`src/rtl/fetch_prefetch.sv`:
```
// Fetch stage with a DEPTH-entry instruction prefetch queue, redirect flush with
// in-flight response drop, interrupt instruction injection and error tagging.
module fetch_prefetch #(
    parameter int unsigned        ADDR_W      = 32,
    parameter int unsigned        INSTR_W     = 32,
    parameter int unsigned        DEPTH       = 4,
    parameter int unsigned        INSTR_BYTES = 4,
    parameter logic [ADDR_W-1:0]  RESET_PC    = '0
) (
    input  logic               clk,
    input  logic               rst_n,
    input  logic [ADDR_W-1:0]  PC_next,
    input  logic               flush,
    input  logic               stall,
    input  logic               halt,
    input  logic               INT,
    input  logic [INSTR_W-1:0] INT_INST,
    output logic               mem_req,
    output logic [ADDR_W-1:0]  mem_addr,
    input  logic               mem_rdy,
    input  logic               mem_valid,
    input  logic [INSTR_W-1:0] mem_data,
    input  logic               mem_err,
    output logic [INSTR_W-1:0] instr,
    output logic [ADDR_W-1:0]  instr_pc,
    output logic               instr_valid,
    output logic               err,
    output logic [ADDR_W-1:0]  nextInstrAddr
);

    localparam int unsigned PTR_W = $clog2(DEPTH);
    localparam int unsigned CNT_W = PTR_W + 1;

    localparam logic [CNT_W-1:0]  FullCount = CNT_W'(DEPTH);
    localparam logic [CNT_W-1:0]  CountOne  = CNT_W'(1);
    localparam logic [PTR_W-1:0]  PtrOne    = PTR_W'(1);
    localparam logic [ADDR_W-1:0] PcInc     = ADDR_W'(INSTR_BYTES);

    localparam logic [1:0] StIdle = 2'd0;
    localparam logic [1:0] StReq  = 2'd1;
    localparam logic [1:0] StWait = 2'd2;
    localparam logic [1:0] StDrop = 2'd3;

    logic [1:0]        state_q, state_d;
    logic [ADDR_W-1:0] pc_q, pc_d;
    logic [ADDR_W-1:0] req_pc_q, req_pc_d;
    logic [PTR_W-1:0]  rd_ptr_q, rd_ptr_d;
    logic [PTR_W-1:0]  wr_ptr_q, wr_ptr_d;
    logic [CNT_W-1:0]  count_q, count_d;
    logic              int_pend_q, int_pend_d;
    logic              int_prev_q;

    logic [ADDR_W-1:0]  fifo_pc_q   [DEPTH];
    logic [INSTR_W-1:0] fifo_data_q [DEPTH];
    logic               fifo_err_q  [DEPTH];

    logic fifo_empty;
    logic fifo_full;
    logic push;
    logic pop;
    logic int_edge;

    assign fifo_empty = (count_q == '0);
    assign fifo_full  = (count_q == FullCount);
    assign int_edge   = INT & ~int_prev_q;

    assign instr_valid = (~fifo_empty | int_pend_q) & ~flush;
    // The injected interrupt instruction holds the head in place.
    assign pop  = ~fifo_empty & ~stall & ~flush & ~int_pend_q;
    assign push = (state_q == StWait) & mem_valid & ~flush;

    assign mem_req  = (state_q == StReq);
    assign mem_addr = pc_q;

    always_comb begin
        count_d  = count_q;
        rd_ptr_d = rd_ptr_q;
        wr_ptr_d = wr_ptr_q;
        if (flush) begin
            count_d  = '0;
            rd_ptr_d = '0;
            wr_ptr_d = '0;
        end else begin
            if (push) wr_ptr_d = wr_ptr_q + PtrOne;
            if (pop)  rd_ptr_d = rd_ptr_q + PtrOne;
            unique case ({push, pop})
                2'b10:   count_d = count_q + CountOne;
                2'b01:   count_d = count_q - CountOne;
                default: count_d = count_q;
            endcase
        end
    end

    always_comb begin
        state_d  = state_q;
        pc_d     = pc_q;
        req_pc_d = req_pc_q;
        case (state_q)
            StIdle: begin
                if (~halt & ~flush & ~fifo_full) state_d = StReq;
            end
            StReq: begin
                if (mem_rdy) begin
                    state_d  = flush ? StDrop : StWait;
                    pc_d     = pc_q + PcInc;
                    req_pc_d = pc_q;
                end else if (flush) begin
                    state_d = StIdle;
                end
            end
            StWait: begin
                if (mem_valid) begin
                    if (~flush & ~halt & (count_d < FullCount)) state_d = StReq;
                    else                                        state_d = StIdle;
                end else if (flush) begin
                    state_d = StDrop;
                end
            end
            StDrop: begin
                if (mem_valid) state_d = StIdle;
            end
            default: state_d = StIdle;
        endcase
        if (flush) pc_d = PC_next;
    end

    always_comb begin
        int_pend_d = int_pend_q;
        if (int_edge)                       int_pend_d = 1'b1;
        else if (int_pend_q & ~stall & ~flush) int_pend_d = 1'b0;
    end

    always_ff @(posedge clk or negedge rst_n) begin
        if (!rst_n) begin
            state_q    <= StIdle;
            pc_q       <= RESET_PC;
            req_pc_q   <= RESET_PC;
            rd_ptr_q   <= '0;
            wr_ptr_q   <= '0;
            count_q    <= '0;
            int_pend_q <= 1'b0;
            int_prev_q <= 1'b0;
        end else begin
            state_q    <= state_d;
            pc_q       <= pc_d;
            req_pc_q   <= req_pc_d;
            rd_ptr_q   <= rd_ptr_d;
            wr_ptr_q   <= wr_ptr_d;
            count_q    <= count_d;
            int_pend_q <= int_pend_d;
            int_prev_q <= INT;
        end
    end

    always_ff @(posedge clk) begin
        if (push) begin
            fifo_pc_q[wr_ptr_q]   <= req_pc_q;
            fifo_data_q[wr_ptr_q] <= mem_data;
            fifo_err_q[wr_ptr_q]  <= mem_err;
        end
    end

    // Request gating keeps count + outstanding <= DEPTH, so this never fires.
    always_ff @(posedge clk) begin
        if (rst_n && push) assert (!fifo_full);
    end

    always_comb begin
        instr    = '0;
        instr_pc = '0;
        err      = 1'b0;
        if (instr_valid) begin
            if (int_pend_q) begin
                instr    = INT_INST;
                instr_pc = fifo_empty ? pc_q : fifo_pc_q[rd_ptr_q];
            end else begin
                instr    = fifo_data_q[rd_ptr_q];
                instr_pc = fifo_pc_q[rd_ptr_q];
                err      = fifo_err_q[rd_ptr_q];
            end
        end
    end

    assign nextInstrAddr = instr_valid ? (instr_pc + PcInc) : (pc_q + PcInc);

endmodule

```
`config.mk`:
```
export PLATFORM = sky130hd
export DESIGN_NAME = fetch_prefetch
export DESIGN_NICKNAME = d
export VERILOG_FILES = /design/src/rtl/fetch_prefetch.sv
export SDC_FILE = /design/constraint.sdc
export NUM_CORES = 1
export LEC_CHECK = 0
export CAP_MARGIN = 20
export CORE_UTILIZATION = 59
export CTS_CLUSTER_SIZE = 40
export DETAILED_ROUTE_END_ITERATION = 8
export PLACE_DENSITY = 0.86
export SETUP_SLACK_MARGIN = 0.2
export SLEW_MARGIN = 40
export SYNTH_ARGS = -nofsm -noshare
export SYNTH_HDL_FRONTEND = slang
export SYNTH_SLANG_ARGS = --single-unit
```
`constraint.sdc`:
```
create_clock -name clk -period 8.79 [get_ports clk]
set_input_delay 1.3185 -clock clk [delete_from_list [all_inputs] [get_ports clk]]
set_output_delay 1.3185 -clock clk [all_outputs]
set_load 0.05 [all_outputs]
```
==> results of run 1 <==
-- metal layers --
metal | wire length [um] | vias up
met1 | 15100 | 5337
met2 | 19400 | 630
li1 | - | 4833
met4 | 1130 | 2
met3 | 3670 | 104
met5 | 13 | -
-- layout by cell type, fill, tap and decap left out, drive strengths merged, types with 3 or more instances in the layout --
| master | instances |
|---|---|
| a211oi | 5 |
| a21o | 4 |
| a21oi | 75 |
| a221oi | 3 |
| a22oi | 4 |
| a31oi | 3 |
| and2 | 11 |
| and3 | 9 |
| and4 | 5 |
| buf | 22 |
| clkbuf | 49 |
| clkdlybuf4s50 | 233 |
| clkinv | 8 |
| dfrtp | 75 |
| edfxtp | 260 |
| ha | 10 |
| inv | 15 |
| mux2 | 4 |
| mux2i | 16 |
| mux4 | 65 |
| nand2 | 266 |
| nand3 | 35 |
| nand4 | 19 |
| nor2 | 53 |
| nor3 | 22 |
| nor4 | 4 |
| o211ai | 5 |
| o21ai | 52 |
| o31ai | 4 |
| or3 | 3 |
| or4 | 3 |
| xnor2 | 51 |
| xor2 | 20 |
-- state kept, by name, summed over array words and instances, names as in the netlist --
register / flops
int_pend_q: 1
fifo_data_q: 128
state_q: 2
count_q: 3
req_pc_q: 32
mem_addr: 32
int_prev_q: 1
wr_ptr_q: 2
fifo_err_q: 4
rd_ptr_q: 2
fifo_pc_q: 128
-- Yosys cell counts (4+ instances only) --
cell and instances:
o31ai_1 4, buf_6 4, mux4_2 65, dfrtp_1 75, edfxtp_1 260, mux2i_1 16, nor3_1 21, a21oi_1 75
a21o_1 4, clkbuf_1 54, and2_1 11, ha_1 10, and4_1 5, and3_1 9, xor2_1 20, o21ai_0 51
a211oi_1 5, nand2_1 266, nand4_1 18, nand3_1 35, inv_1 14, buf_2 12, o211ai_1 5, nor4_1 4
xnor2_1 51, buf_1 14, nor2_1 53, mux2_2 4
-- per-stage QoR --
stage	instance area [um2]	std cells	power [uW]
after floorplan	15500	1208	2560
after global placement	18000	1704	2860
after detailed placement	18000	1706	2890
after CTS	19100	1766	4270
after global routing	19100	1767	4420
final	19100	1768	4270
-- final timing paths --
check | from | endpoint | slack, ps
setup reg to reg | mem_addr[2]$_DFFE_PN0P_ | mem_addr[28]$_DFFE_PN0P_ | 5950
hold reg to reg | int_prev_q$_DFF_PN0_ | int_pend_q$_DFFE_PN0P_ | 440
min in group asynchronous | rst_n | mem_addr[9]$_DFFE_PN0P_ | 790
hold / removal | int_prev_q$_DFF_PN0_ | int_pend_q$_DFFE_PN0P_ | 440
setup / recovery | flush | nextInstrAddr[29] | 2590
max in group asynchronous | rst_n | rd_ptr_q[0]$_DFFE_PN0P_ | 6980
-- cell families (layout without fill, tap and decap cells) --
group	after synthesis	in the layout
multiplexers	85	85
adder cells (fa/ha/maj)	10	10
other	0	1
AO/OA/AOI/OAI	164	164
buffers and inverters	100	329
flip-flops	335	335
AND/OR/NAND/NOR	443	443
XOR/XNOR	71	71
-- power by group through the flow --
| stage | Sequential, uW | Combinational, uW | Clock, uW |
|---|---|---|---|
| final | 2040 | 842 | 1390 |
| after detailed placement | 2060 | 830 | 0 |
| after CTS | 2040 | 838 | 1400 |
| after floorplan | 2060 | 506 | 0 |
| after global routing | 2060 | 894 | 1470 |
| after global placement | 2050 | 809 | 0 |
-- final cells by class --
| cell class | instances | area (um2) | area share |
|---|---|---|---|
| Tap cell | 330 | 413 | 0.0216 |
| Clock inverter | 11 | 114 | 0.00595 |
| Timing Repair Buffer | 255 | 2540 | 0.133 |
| Sequential cell | 335 | 9690 | 0.506 |
| Multi-Input combinational cell | 773 | 5380 | 0.281 |
| Inverter | 14 | 52.6 | 0.00275 |
| Clock buffer | 49 | 948 | 0.0495 |
| Antenna cell | 1 | 2.50 | 0.000131 |
-- critical path, delay by kind of cell --
family | cells | cell delay [ps]
AOI/OAI and AO/OA | 3 | 660
buffers and inverters | 4 | 1860
and+or+nand+nor | 2 | 1030
==> results.md, run 1 <==
* Status: finished, final reports clean
* Max Freq at 161 MHz
* Final setup TNS at 0 ps
* Die width at 164 um
* DIE HEIGHT at 164 um
* Met1 track demand over resource at 0.404
* Predominant post-synthesis flop cell: edfxtp_1
* Yosys top cell by area: edfxtp_1
* First-pass GRT wire length at 61000 um
* Complex-gate fraction of the synthesized area at 0.0618
* Worst skew pair latency at 510 ps
* All-Layer GR Usage at 0.301
* Syn Nets at 1323
* Initial core utilization at 0.607
* Number of cells on the worst hold path at 1
* Worst slew margin at 0.372
* DR WL/cell at 22.3 um
* Row count at 58
* Comb pwr share at 0.197
* Main combinational cell family by area after synthesis: simple AND/OR/NAND/NOR gates
* Starting DRT DRC Count at 1329
* Synth Area in XOR/XNOR at 0.0402
* H-tree depth at 2
* Via density at 6.17
* Setup repair bufs after CTS at 0
* Area grow syn2layout at 23.9%
* Pint at 2990 uW
* Critical path launch point type: input pin
* Cells resized by post-CTS repair at 0
* Post-synthesis async set-or-reset flop share at 0.224
* Simple-gate share of the synthesized area at 0.128
* Gpl congestion at 0.917
* Fin util at 0.751
* Clk pin slew, worst setup/hold paths at 60 ps
* Seq cells post-synth at 335
* # fillers at 1543
* Pin count of the biggest net entering global routing at 78
* Unique masters post-synth at 58
* Clk sink count at 335
* Max clock buf depth at 3
* Hold crit path type: register to register
* Worst VDD drop at 0.000176 V
* CTS Buf Count at 34
* Setup-failing EPs final at 0
* Mapped Area at 0.0155 mm2
* Post-synth EDFFs at 260
* Cts hold-fix bufs at 0
* Clock root cell: clkbuf_16
* Worst Reg-to-Reg Cells at 8
* Vias at 10906
* Leakage at 0.00665 uW
* Full die area at 0.0268 mm2
* Switching power share of the total at 0.299
* Grt peak-use layer: met2
* Vias in the first global route at 10994
* Synth Warn # at 0
* Worst Path Max Fanout at 24
* Final hold violation count at 0
* Io pins at 236
* Hold Slack at 437 ps
* Slew @ Worst Pin at 942 ps
* Max-cap violations at 0
* Mapped Cells at 1208
* CP max-delay cell: clkdlybuf4s50_1
* Detail Route Antenna Nets at 0
* WP data arrival at 4880 ps
* Synth top area share at 0.505
* I/O Buffers at 235
* Post-route minimum period at 6200 ps
* DRC errors left at 0
* Overall routed net length at 39400 um
* Mux cell area share after synthesis at 0.108
* RSZ-0062 raised after global routing: false
* DP HPWL at 25200 um
* Critical path endpoint category: primary output
* Worst-path cell chain: buf_2 -> inv_1 -> o21ai_4 -> inv_1 -> o211ai_1 -> or3b_1 -> or4_1 -> o211ai_1 -> clkdlybuf4s50_1
* Switching Power at 1280 uW
* Final Max Tran Viols at 0
* Skew final at 17.7 ps
* CTS tree: yes
* Critical path class: input pin to primary output
* Post-synthesis sequential area ratio at 0.627
* Layout cells sized above 1 at 0.110
* Adder-Cell Fraction of Synth Area at 0.00810
* Req. time, crit path at 7470 ps
* Global route overflow at 0
* Sequential share of power at 0.478
* Fin crit share at 0.705
* Power Density at 223 mW/mm2
* GR Layer Usage met2 at 0.498
* Initial antenna violation count at 2
* Synth area leaders: edfxtp_1 (51%), dfrtp_1 (12%), mux4_2 (9.5%)
* Final worst-path setup slack at 2590 ps
* Area of the core at 0.0255 mm2
* Setup Slack @ Placement at 2690 ps
* Post-Syn Area per Cell at 12.8 um2
* Nets at 1528
* Clk pwr share at 0.325
* Crit-path max cell delay at 840 ps
* M3 GR Usage at 0.0573
* Detailed-router iteration count before antenna repair at 6
Note: power is estimated with default switching activity, not from simulation.
==> run 2, diff against run 1 <==
- CORE_UTILIZATION: 59 -> 49
- PLACE_DENSITY: 0.86 -> 0.76
- clock period: 8.79 -> 5 ns (I/O delays scaled with it)
==> run 2 against run 1 <==
- the run now ends with design-rule violations left
- sequential power increased by 75%
- critical path depth grew 3
- die area increased by 20%
- via count fell by 0.93%
- global-route usage fell by 5.3 points
- largest cell class unchanged
- highest routed layer is now met4
==> results.md, run 2 (synthesis results as in run 1) <==
* Worst Path Max Fanout at 16 (-33%)
* Worst skew pair latency at 520 ps (about the same)
* Commonest non-fill, non-tap cell in the layout: nand2_1
* Area grow syn2layout at 27.8%
* Leakage at 0.00689 uW (+3.7%)
* Worst VDD drop at 0.000331 V (+88%)
* Full die area at 0.0323 mm2 (+20%)
* Nets at 1539 (+0.72%)
* Final Max Tran Viols at 0 (unchanged)
* Starting DRT DRC Count at 1116 (-16%)
* Clk sink count at 335 (unchanged)
* Vias in the first global route at 11069 (+0.68%)
* DR WL/cell at 21.3 um (-4.1%)
* Vias at 10805 (-0.93%)
* Gpl congestion at 0.932 (+1.6%)
* Area of the core at 0.0308 mm2 (+21%)
* H-tree depth at 2 (unchanged)
* Failing checks: design-rule violations
* Pin count of the biggest net entering global routing at 77 (-1.3%)
* Detailed-router iteration count before antenna repair at 9 (+3)
* Critical path launch point type: register
* Fin util at 0.641 (-0.111)
* CTS tree: yes
* Req. time, crit path at 4250 ps (-3220 ps)
* DIE HEIGHT at 180 um (+9.6%)
* Final setup TNS at 0 ps (unchanged)
* Max Freq at 216 MHz
* Io pins at 236 (unchanged)
* Via density at 5.85 (-5.2%)
* Setup-failing EPs final at 0 (unchanged)
* Worst slew margin at 0.469 (+0.0973)
* Max-cap violations at 0 (unchanged)
* Final hold violation count at 0 (unchanged)
* Hold crit path type: input pin to asynchronous set/reset pin
* Layout cells sized above 1 at 0.143 (+0.0334)
* Initial antenna violation count at 0 (-2)
* WP data arrival at 3890 ps (-990 ps)
* RSZ-0062 raised after global routing: true
* DRC errors left at 17 (+17)
* All-Layer GR Usage at 0.248 (-0.0530)
* Detail Route Antenna Nets at 0 (unchanged)
* Die width at 180 um (+9.6%)
* CTS Buf Count at 35 (+2.9%)
* Regs by FF count: fifo_data_q x128, fifo_pc_q x128
* Cts hold-fix bufs at 0 (unchanged)
* Post-route minimum period at 4640 ps
* Slew @ Worst Pin at 797 ps (-145 ps)
* Status: finished, violations left
* Tot Pwr at 7850 uW (+84%)
* Fin crit share at 0.928
* Overall routed net length at 39400 um (+0.14%)
* Row count at 64 (+10%)
* Global route overflow at 0 (unchanged)
* Critical path endpoint category: primary output
* Antenna cells at 0 (-1)
* Power Density at 398 mW/mm2 (+78%)
* First-pass GRT wire length at 62200 um (+2.0%)
* Critical path class: register to primary output
* Clock root cell: clkbuf_16
* Max clock buf depth at 3 (unchanged)
* Clk pin slew, worst setup/hold paths at 60 ps (about the same)
* I/O Buffers at 235 (unchanged)
* Initial core utilization at 0.501 (-0.105)
* DP HPWL at 25800 um (+2.3%)
* Skew final at 10.7 ps (-6.92 ps)
* Most frequent cells in the layout: nand2_1 (265), edfxtp_1 (260), clkdlybuf4s50_1 (207)
==> run 2: cell count changes in the layout (fill, tap and decap cells not counted), sizes merged <==
cell	change
clkbuf	-2
buf	+36
diode	-1
clkdlybuf4s50	-26
bufinv	+3
clkinv	+3
==> run 2: final cells by class <==
cell class | count | area, um2
clock buffers | 47 | 982
clock inverters | 17 | 215
inverters | 14 | 52.6
multi-input cells | 773 | 5490
flip-flops and latches | 335 | 9690
well taps | 396 | 495
repair buffers | 265 | 2830
fillers | 2259 | 11100
==> run 2: what timing repair did <==
| action | CTS | global route |
|---|---|---|
| setup buffers | 0 | 3 |
| hold endpoints to repair | 0 | 0 |
| setup endpoints to repair | 0 | 6 |
| resized for setup | 0 | 0 |
==> run 2: worst paths after layout <==
| path | start | end | slack [ps] | depth (start not counted) |
|---|---|---|---|---|
| hold reg to reg | req_pc_q[16]$_DFFE_PN0P_ | fifo_pc_q[1][16]$_DFFE_PP_ | 520 | 0 |
| min in group clk | req_pc_q[16]$_DFFE_PN0P_ | fifo_pc_q[1][16]$_DFFE_PP_ | 520 | 0 |
| setup reg to reg | state_q[1]$_DFFE_PN0P_ | state_q[0]$_DFFE_PN0P_ | 2040 | 14 |
| setup / recovery | count_q[0]$_DFFE_PN0P_ | nextInstrAddr[26] | 360 | 12 |
| hold / removal | rst_n | mem_addr[7]$_DFFE_PN0P_ | 210 | 1 |
| max in group asynchronous | rst_n | rd_ptr_q[0]$_DFFE_PN0P_ | 3790 | 2 |
==> run 2: per-stage QoR <==
step | cells | setup WS [ps] | hold slack, ps | cell area (um2)
2_1_floorplan | 1208 | 201 | 400 | 15600
3_3_place_gp | 1780 | 910 | 489 | 18500
3_5_place_dp | 1780 | 890 | 503 | 18500
4_1_cts | 1844 | 336 | 224 | 19700
5_1_grt | 1847 | 147 | 235 | 19800
6_report | 1847 | 360 | 209 | 19800
==> run 2: worst max-delay path: stages, from the launching register on <==
cell and delay, ps:
dfrtp_1 480, nor4b_4 340, buf_4 270, nand2_1 120
a21oi_4 180, ha_1 190, nor2b_1 180, nand4_1 190
a22oi_4 320, nand4_4 250, or3_1 470, mux2i_4 220
buf_12 170
==> run 2: where the power goes <==
group	total, uW	internal (uW)	switching [uW]
Sequential	3580	3340	238
Clock	2690	1640	1050
Combinational	1590	567	1020
==> run 2: layer usage <==
metal | up-vias | routed length [um] | global-route usage
li1 | 4855 | - | -
met1 | 5359 | 15700 | 0.328
met2 | 515 | 19600 | 0.426
met3 | 76 | 3240 | 0.0383
met4 | 0 | 829 | 0.0707
met5 | - | 0 | 0
